`config.mk`:
```
export PLATFORM = sky130hd
export DESIGN_NAME = io_interrupt_controller
export DESIGN_NICKNAME = d
export VERILOG_FILES = /design/src/rtl/io_interrupt_controller_pkg.sv /design/src/rtl/io_interrupt_controller_synchronizer.sv /design/src/rtl/io_interrupt_controller.sv
export SDC_FILE = /design/constraint.sdc
export NUM_CORES = 1
export LEC_CHECK = 0
export ABC_AREA = 1
export BUFFER_PORTS_ARGS = -buffer_cell sky130_fd_sc_hd__buf_2
export CORE_ASPECT_RATIO = 1.2
export CORE_MARGIN = 4
export CORE_UTILIZATION = 50
export CTS_BUF_LIST = sky130_fd_sc_hd__clkbuf_8 sky130_fd_sc_hd__clkbuf_16
export DETAILED_ROUTE_END_ITERATION = 8
export PLACE_DENSITY = 0.73
export SKIP_CTS_REPAIR_TIMING = 1
export SLEW_MARGIN = 25
export SYNTH_ARGS = -nofsm -noshare
export SYNTH_HDL_FRONTEND = slang
export SYNTH_SLANG_ARGS = --single-unit
```
`constraint.sdc`:
```
create_clock -name clk -period 3.5 [get_ports clk]
set_input_delay 0.175 -clock clk [delete_from_list [all_inputs] [get_ports clk]]
set_output_delay 0.175 -clock clk [all_outputs]
set_load 0.03 [all_outputs]
```
`src/rtl/io_interrupt_controller_pkg.sv`:
```
// Shared types, register map and helpers for the IO interrupt controller.
//   scalar_t          : 32-bit IO data/address word
//   REG_*             : register word offsets from the block base address
//   ACTIVE_NONE       : ACTIVE read value when no enabled interrupt is pending
//   src_mask()        : ones in the low n bits, used to drop unimplemented bits
//   lowest_set_index(): priority encoder behind the ACTIVE register
package io_interrupt_controller_pkg;

  typedef logic [31:0] scalar_t;

  localparam int unsigned SCALAR_W = 32;

  localparam scalar_t REG_PENDING = 32'h0000_0000;
  localparam scalar_t REG_MASK    = 32'h0000_0004;
  localparam scalar_t REG_MODE    = 32'h0000_0008;
  localparam scalar_t REG_ACTIVE  = 32'h0000_000C;
  localparam scalar_t REG_SET     = 32'h0000_0010;

  localparam scalar_t ACTIVE_NONE = 32'hFFFF_FFFF;

  // Low n bits set; bits at and above n stay zero.
  function automatic scalar_t src_mask(input int unsigned n);
    scalar_t m;
    m = '0;
    for (int unsigned i = 0; i < SCALAR_W; i++) begin
      if (i < n) m[i] = 1'b1;
    end
    return m;
  endfunction

  // Index of the lowest set bit, or ACTIVE_NONE when the vector is empty.
  // Scanning downward lets the lowest index win the last assignment.
  function automatic scalar_t lowest_set_index(input scalar_t v);
    scalar_t idx;
    idx = ACTIVE_NONE;
    for (int i = 31; i >= 0; i--) begin
      if (v[i]) idx = 32'(i);
    end
    return idx;
  endfunction

endpackage

```
`src/rtl/io_interrupt_controller_synchronizer.sv`:
```
// Two-flop synchronizer for asynchronous input lines.
//   clk, rst_n : clock, asynchronous active-low reset (clears both stages)
//   async_i    : asynchronous inputs
//   sync_o     : inputs delayed by two clock edges, safe to use in clk domain
module synchronizer #(
  parameter int unsigned WIDTH = 1
) (
  input  logic             clk,
  input  logic             rst_n,
  input  logic [WIDTH-1:0] async_i,
  output logic [WIDTH-1:0] sync_o
);

  logic [WIDTH-1:0] meta_q;
  logic [WIDTH-1:0] sync_q;

  always_ff @(posedge clk or negedge rst_n) begin
    if (!rst_n) begin
      meta_q <= '0;
      sync_q <= '0;
    end else begin
      meta_q <= async_i;
      sync_q <= meta_q;
    end
  end

  assign sync_o = sync_q;

endmodule

```
`src/rtl/io_interrupt_controller.sv`:
```
// Memory-mapped interrupt controller on the processor IO bus.
// Captures NUM_SOURCES asynchronous interrupt lines (edge or level per source),
// exposes PENDING/MASK/MODE/ACTIVE/SET registers and raises interrupt_req.
//   clk, reset         : clock, asynchronous active-low reset
//   interrupt_sources  : asynchronous device interrupt lines
//   io_write_en/io_read_en, io_address, io_write_data : IO bus request
//   io_read_data, io_read_hit : registered read response
//   interrupt_req      : registered request, |(PENDING & MASK) of last cycle
module io_interrupt_controller
  import io_interrupt_controller_pkg::*;
#(
  parameter int unsigned NUM_SOURCES  = 16,
  parameter scalar_t     BASE_ADDRESS = 32'h0000_0100
) (
  input  logic                   clk,
  input  logic                   reset,
  input  logic [NUM_SOURCES-1:0] interrupt_sources,
  input  logic                   io_write_en,
  input  logic                   io_read_en,
  input  scalar_t                io_address,
  input  scalar_t                io_write_data,
  output scalar_t                io_read_data,
  output logic                   io_read_hit,
  output logic                   interrupt_req
);

  // Registers are held 32 bits wide; bits at and above NUM_SOURCES are tied
  // to zero through SRC_MASK and fold away as constant flops.
  localparam scalar_t SRC_MASK = src_mask(NUM_SOURCES);

  logic [NUM_SOURCES-1:0] sync_w;
  scalar_t sync_s;
  scalar_t edge_s;
  scalar_t w1c_s;
  scalar_t set_s;
  scalar_t offset_s;
  scalar_t active_s;
  scalar_t rdata_s;
  logic    addr_hit_s;

  scalar_t hist_q,      hist_d;
  scalar_t pending_q,   pending_d;
  scalar_t mask_q,      mask_d;
  scalar_t mode_q,      mode_d;
  scalar_t read_data_q, read_data_d;
  logic    read_hit_q,  read_hit_d;
  logic    irq_q,       irq_d;

  synchronizer #(
    .WIDTH (NUM_SOURCES)
  ) u_sync (
    .clk     (clk),
    .rst_n   (reset),
    .async_i (interrupt_sources),
    .sync_o  (sync_w)
  );

  assign sync_s = 32'(sync_w);

  // Address decode: word-aligned offsets 0x0..0x10 from the base only.
  // Addresses below the base wrap to large offsets and miss.
  always_comb begin
    offset_s   = io_address - BASE_ADDRESS;
    addr_hit_s = (offset_s <= REG_SET) && (offset_s[1:0] == 2'b00);
  end

  // Register writes, capture and interrupt request next-state.
  always_comb begin
    mask_d = mask_q;
    mode_d = mode_q;
    w1c_s  = '0;
    set_s  = '0;
    if (io_write_en && addr_hit_s) begin
      case (offset_s)
        REG_PENDING: w1c_s  = io_write_data & SRC_MASK;
        REG_MASK:    mask_d = io_write_data & SRC_MASK;
        REG_MODE:    mode_d = io_write_data & SRC_MASK;
        REG_SET:     set_s  = io_write_data & SRC_MASK;
        default:     ;
      endcase
    end

    // History tracks the line in every mode, so a level->edge switch on a
    // line that is already high sees no rising edge.
    hist_d = sync_s;
    edge_s = sync_s & ~hist_q;

    // Edge bits: set events override a same-cycle W1C. Level bits follow
    // the synchronized line and ignore W1C/SET.
    pending_d = (mode_q & ((pending_q & ~w1c_s) | edge_s | set_s))
              | (~mode_q & sync_s);

    irq_d = |(pending_q & mask_q);
  end

  assign active_s = lowest_set_index(pending_q & mask_q);

  // Read path samples pre-write state; data holds between hits.
  always_comb begin
    case (offset_s)
      REG_PENDING: rdata_s = pending_q;
      REG_MASK:    rdata_s = mask_q;
      REG_MODE:    rdata_s = mode_q;
      REG_ACTIVE:  rdata_s = active_s;
      default:     rdata_s = '0;
    endcase
    read_hit_d  = io_read_en && addr_hit_s;
    read_data_d = read_hit_d ? rdata_s : read_data_q;
  end

  always_ff @(posedge clk or negedge reset) begin
    if (!reset) begin
      hist_q      <= '0;
      pending_q   <= '0;
      mask_q      <= '0;
      mode_q      <= SRC_MASK;
      read_data_q <= '0;
      read_hit_q  <= 1'b0;
      irq_q       <= 1'b0;
    end else begin
      hist_q      <= hist_d;
      pending_q   <= pending_d;
      mask_q      <= mask_d;
      mode_q      <= mode_d;
      read_data_q <= read_data_d;
      read_hit_q  <= read_hit_d;
      irq_q       <= irq_d;
    end
  end

  assign io_read_data  = read_data_q;
  assign io_read_hit   = read_hit_q;
  assign interrupt_req = irq_q;

endmodule

```
==> flow_summary.toml <==
[outcome]
status = "complete, no violations"

[flow_run]
cap_violations = 0

[min_path]
min_path_cells = 3
hold_start = "io_write_data[2]"
hold_path_end = "mask_q[2]"
hold_path_class = "input pin to flop"

[layout]
finalInstanceArea_mm2 = 0.00739
fin_cells = 1073
area_growth_pct = 23.5
postLayoutCoreUtil = 0.636
drive_gt1_frac = 0.218
nets = 987
fill_cells = 1034
antennaDiodeCount = 0

[pwr]
vdd_ir_drop_max_mv = 0.374
intPower_mw = 2.70
seqPwrFrac = 0.408
switching_power_mw = 0.710
clkPwrFrac = 0.537
p_per_area_mw_per_mm2 = 461
p_sw_frac = 0.208
power_mw = 3.41
comb_power_share = 0.055
p_leak_nw = 3.75

[logic_synthesis]
yosys.area_share.simple = 0.348
synthXorXnorAreaFrac = 0.00439
synth_commonest_cells = "211 x nand2_1, 123 x nor2_1, 99 x dfrtp_1"
synth_top_area_frac = 0.414
yosysMostFrequentCell = "nand2_1"
syn_nets = 873
synth_top_family_by_area = "simple AND/OR/NAND/NOR gates"
synth_ff_type = "dfrtp_1"
ys_seq_elements = 115
muxShareOfSynthArea = 0
syn_inst = 789
async_flop_share = 1.00
synth-compound-area-share = 0.0713
ys_warn_count = 0
yosys-top-cells-area = "dfrtp_1 41%, nand2_1 13%, nor2_1 7.7%"
synth_area_mm2 = 0.00599
synth_top_area_cell = "dfrtp_1"
yosysUniqueCellTypes = 32
yosysSeqAreaShare = 0.484
synth_edf_count = 0
syn_area_per_cell_um2 = 7.59
yosys.area_share.adder = 0

[critical_path]
start_kind = "input pin"
rrSetupSlack_ns = 1.55
crit_type = "input pin to flop"
worstSetupEndpointType = "flop"
path_cells = "buf_2, nor2_1, nand2_1, nor2_1, nand2_1, nand2_1, nand3_1, nor2_1, nand3b_1, nor2_2, o21ai_1, nor2_4, buf_4, nand2_1, buf_4, o21ai_1"
cp_common_cell = "nand2_1"
cp_slowest_cell = "nor2_2"
reg2regPathDepth = 11
r2r_end = "io_read_data[14]"
reg2reg_from = "pending_q[7]"
crit_fanout = 32
crit_required_ns = 3.83
arrival_ns = 2.85
max_stage_delay_ns = 0.39

[route]
wl_um = 14800
num_vias = 5522
wl_per_cell_um = 13.8
ant_nets = 0
drc = 0
viasPerCell = 5.15
first_pass_iters = 6
drtIter0Drc = 466

[timing]
clock_skew_ns = 0.00740
slew_headroom = 0.641
min_period_ns = 2.52
setup_tns_ns = 0
finalHoldViolations = 0
fmax_mhz = 397
tightestPinTransition_ns = 0.537
setup_viol = 0
setup_ws_ns = 0.981
drv_slew = 0
hold_ws_ns = 0.0137
rsz0062_at_grt = "false"
post-route-period-util = 0.720

[clock_tree]
cts_tree = "built"
h-tree-depth = 4
clock_latency_ns = 0.41
numCtsBuffers = 17
clkTransAtPathRegs_ns = 0.05
cts_root_buffer = "clkbuf_16"
cts_sinks = 115
cts_buffer_depth = 2

[floorplanning]
start_util = 0.515
fp.dieW_um = 108
rows = 43
io_pins = 118
core_mm2 = 0.0116
die_area_mm2 = 0.0138
die_h_um = 128

[placement]
port_buffers = 101
place.gp.congestion = 0.870
hpwl_um = 10300
dp.cells = 1023
place_ws_ns = 0.574
place_area_mm2 = 0.00656

[global_routing]
antenna_found_initial = 0
grt_pass1_wl_um = 24700
grtUsageTotal = 0.226
grt_max_degree = 74
grt_pass1_vias = 5276
overflow = 0
## cell usage in the layout, fill, tap and decap left out, types with 3 or more instances in the layout
cell type	n
a21oi_1	17
buf_2	100
buf_4	15
bufinv_16	4
clkbuf_16	17
clkbuf_8	4
clkinv_2	3
dfrtp_1	99
dfstp_2	16
dlygate4sd3_1	17
inv_1	85
nand2_1	211
nand2_2	10
nand3_1	83
nand3_2	3
nand3b_1	6
nand4_1	23
nor2_1	123
nor2_2	6
o21ai_0	17
o21ai_1	22
o21ai_2	12
xor2_1	3
## cells by family (layout without fill, tap and decap cells)
| family | count (synthesis) | after routing |
|---|---|---|
| buf+inv | 122 | 249 |
| compound gates | 73 | 73 |
| xor+xnor | 3 | 3 |
| simple gates | 476 | 476 |
| flops | 115 | 115 |
## final cells by class
class	instances	area (um^2)	area share
sequential	115	2900	0.392
clock inverter	11	159	0.0215
timing repair buffer	133	811	0.110
clock buffer	21	480	0.0650
tap	157	196	0.0266
inverter	84	315	0.0426
multi-input combinational	552	2530	0.343
## worst max-delay path: cells and delay by family
family                 cells  cell delay, ns
AND/OR/NAND/NOR           11            1.63
AO/OA/AOI/OAI              2            0.41
buffers and inverters      3            0.63
## sequential cells by signal, summed over array words and instances (netlist names)
name / count
pending_q: 16
interrupt_req: 1
io_read_data: 17
u_sync.sync_o: 16
io_read_hit: 1
mode_q: 16
mask_q: 16
u_sync.meta_q: 16
hist_q: 16
## how the worst max path moves through the flow
stage / endpoint / cells after the start / startpoint / slack, ns
5_1_grt: mode_q[14] / 16 / io_address[9] / 0.72
4_1_cts: mode_q[6] / 16 / io_address[9] / 1.0
2_1_floorplan: mask_q[14] / 13 / io_address[10] / 1.42
6_report: mode_q[6] / 16 / io_address[9] / 0.98
3_5_place_dp: mode_q[6] / 16 / io_address[9] / 0.57
3_3_place_gp: mode_q[11] / 17 / io_address[9] / 0.58
## routing by layer
| layer | global-route usage | up-vias | wire [um] |
|---|---|---|---|
| met3 | 0.0484 | 33 | 940 |
| met2 | 0.385 | 173 | 7220 |
| met4 | 0.0906 | 0 | 409 |
| li1 | - | 2737 | - |
| met5 | 0 | - | 0 |
| met1 | 0.279 | 2579 | 6230 |
## power groups by stage
stage | sequential [mW] | clock, mW | combinational [mW]
after floorplan | 1.41 | 0 | 0.0734
after global placement | 1.41 | 0 | 0.170
after detailed placement | 1.41 | 0 | 0.171
after CTS | 1.39 | 1.86 | 0.172
after global routing | 1.39 | 1.93 | 0.218
final | 1.39 | 1.83 | 0.188
Power figures use the tool's default switching activity.
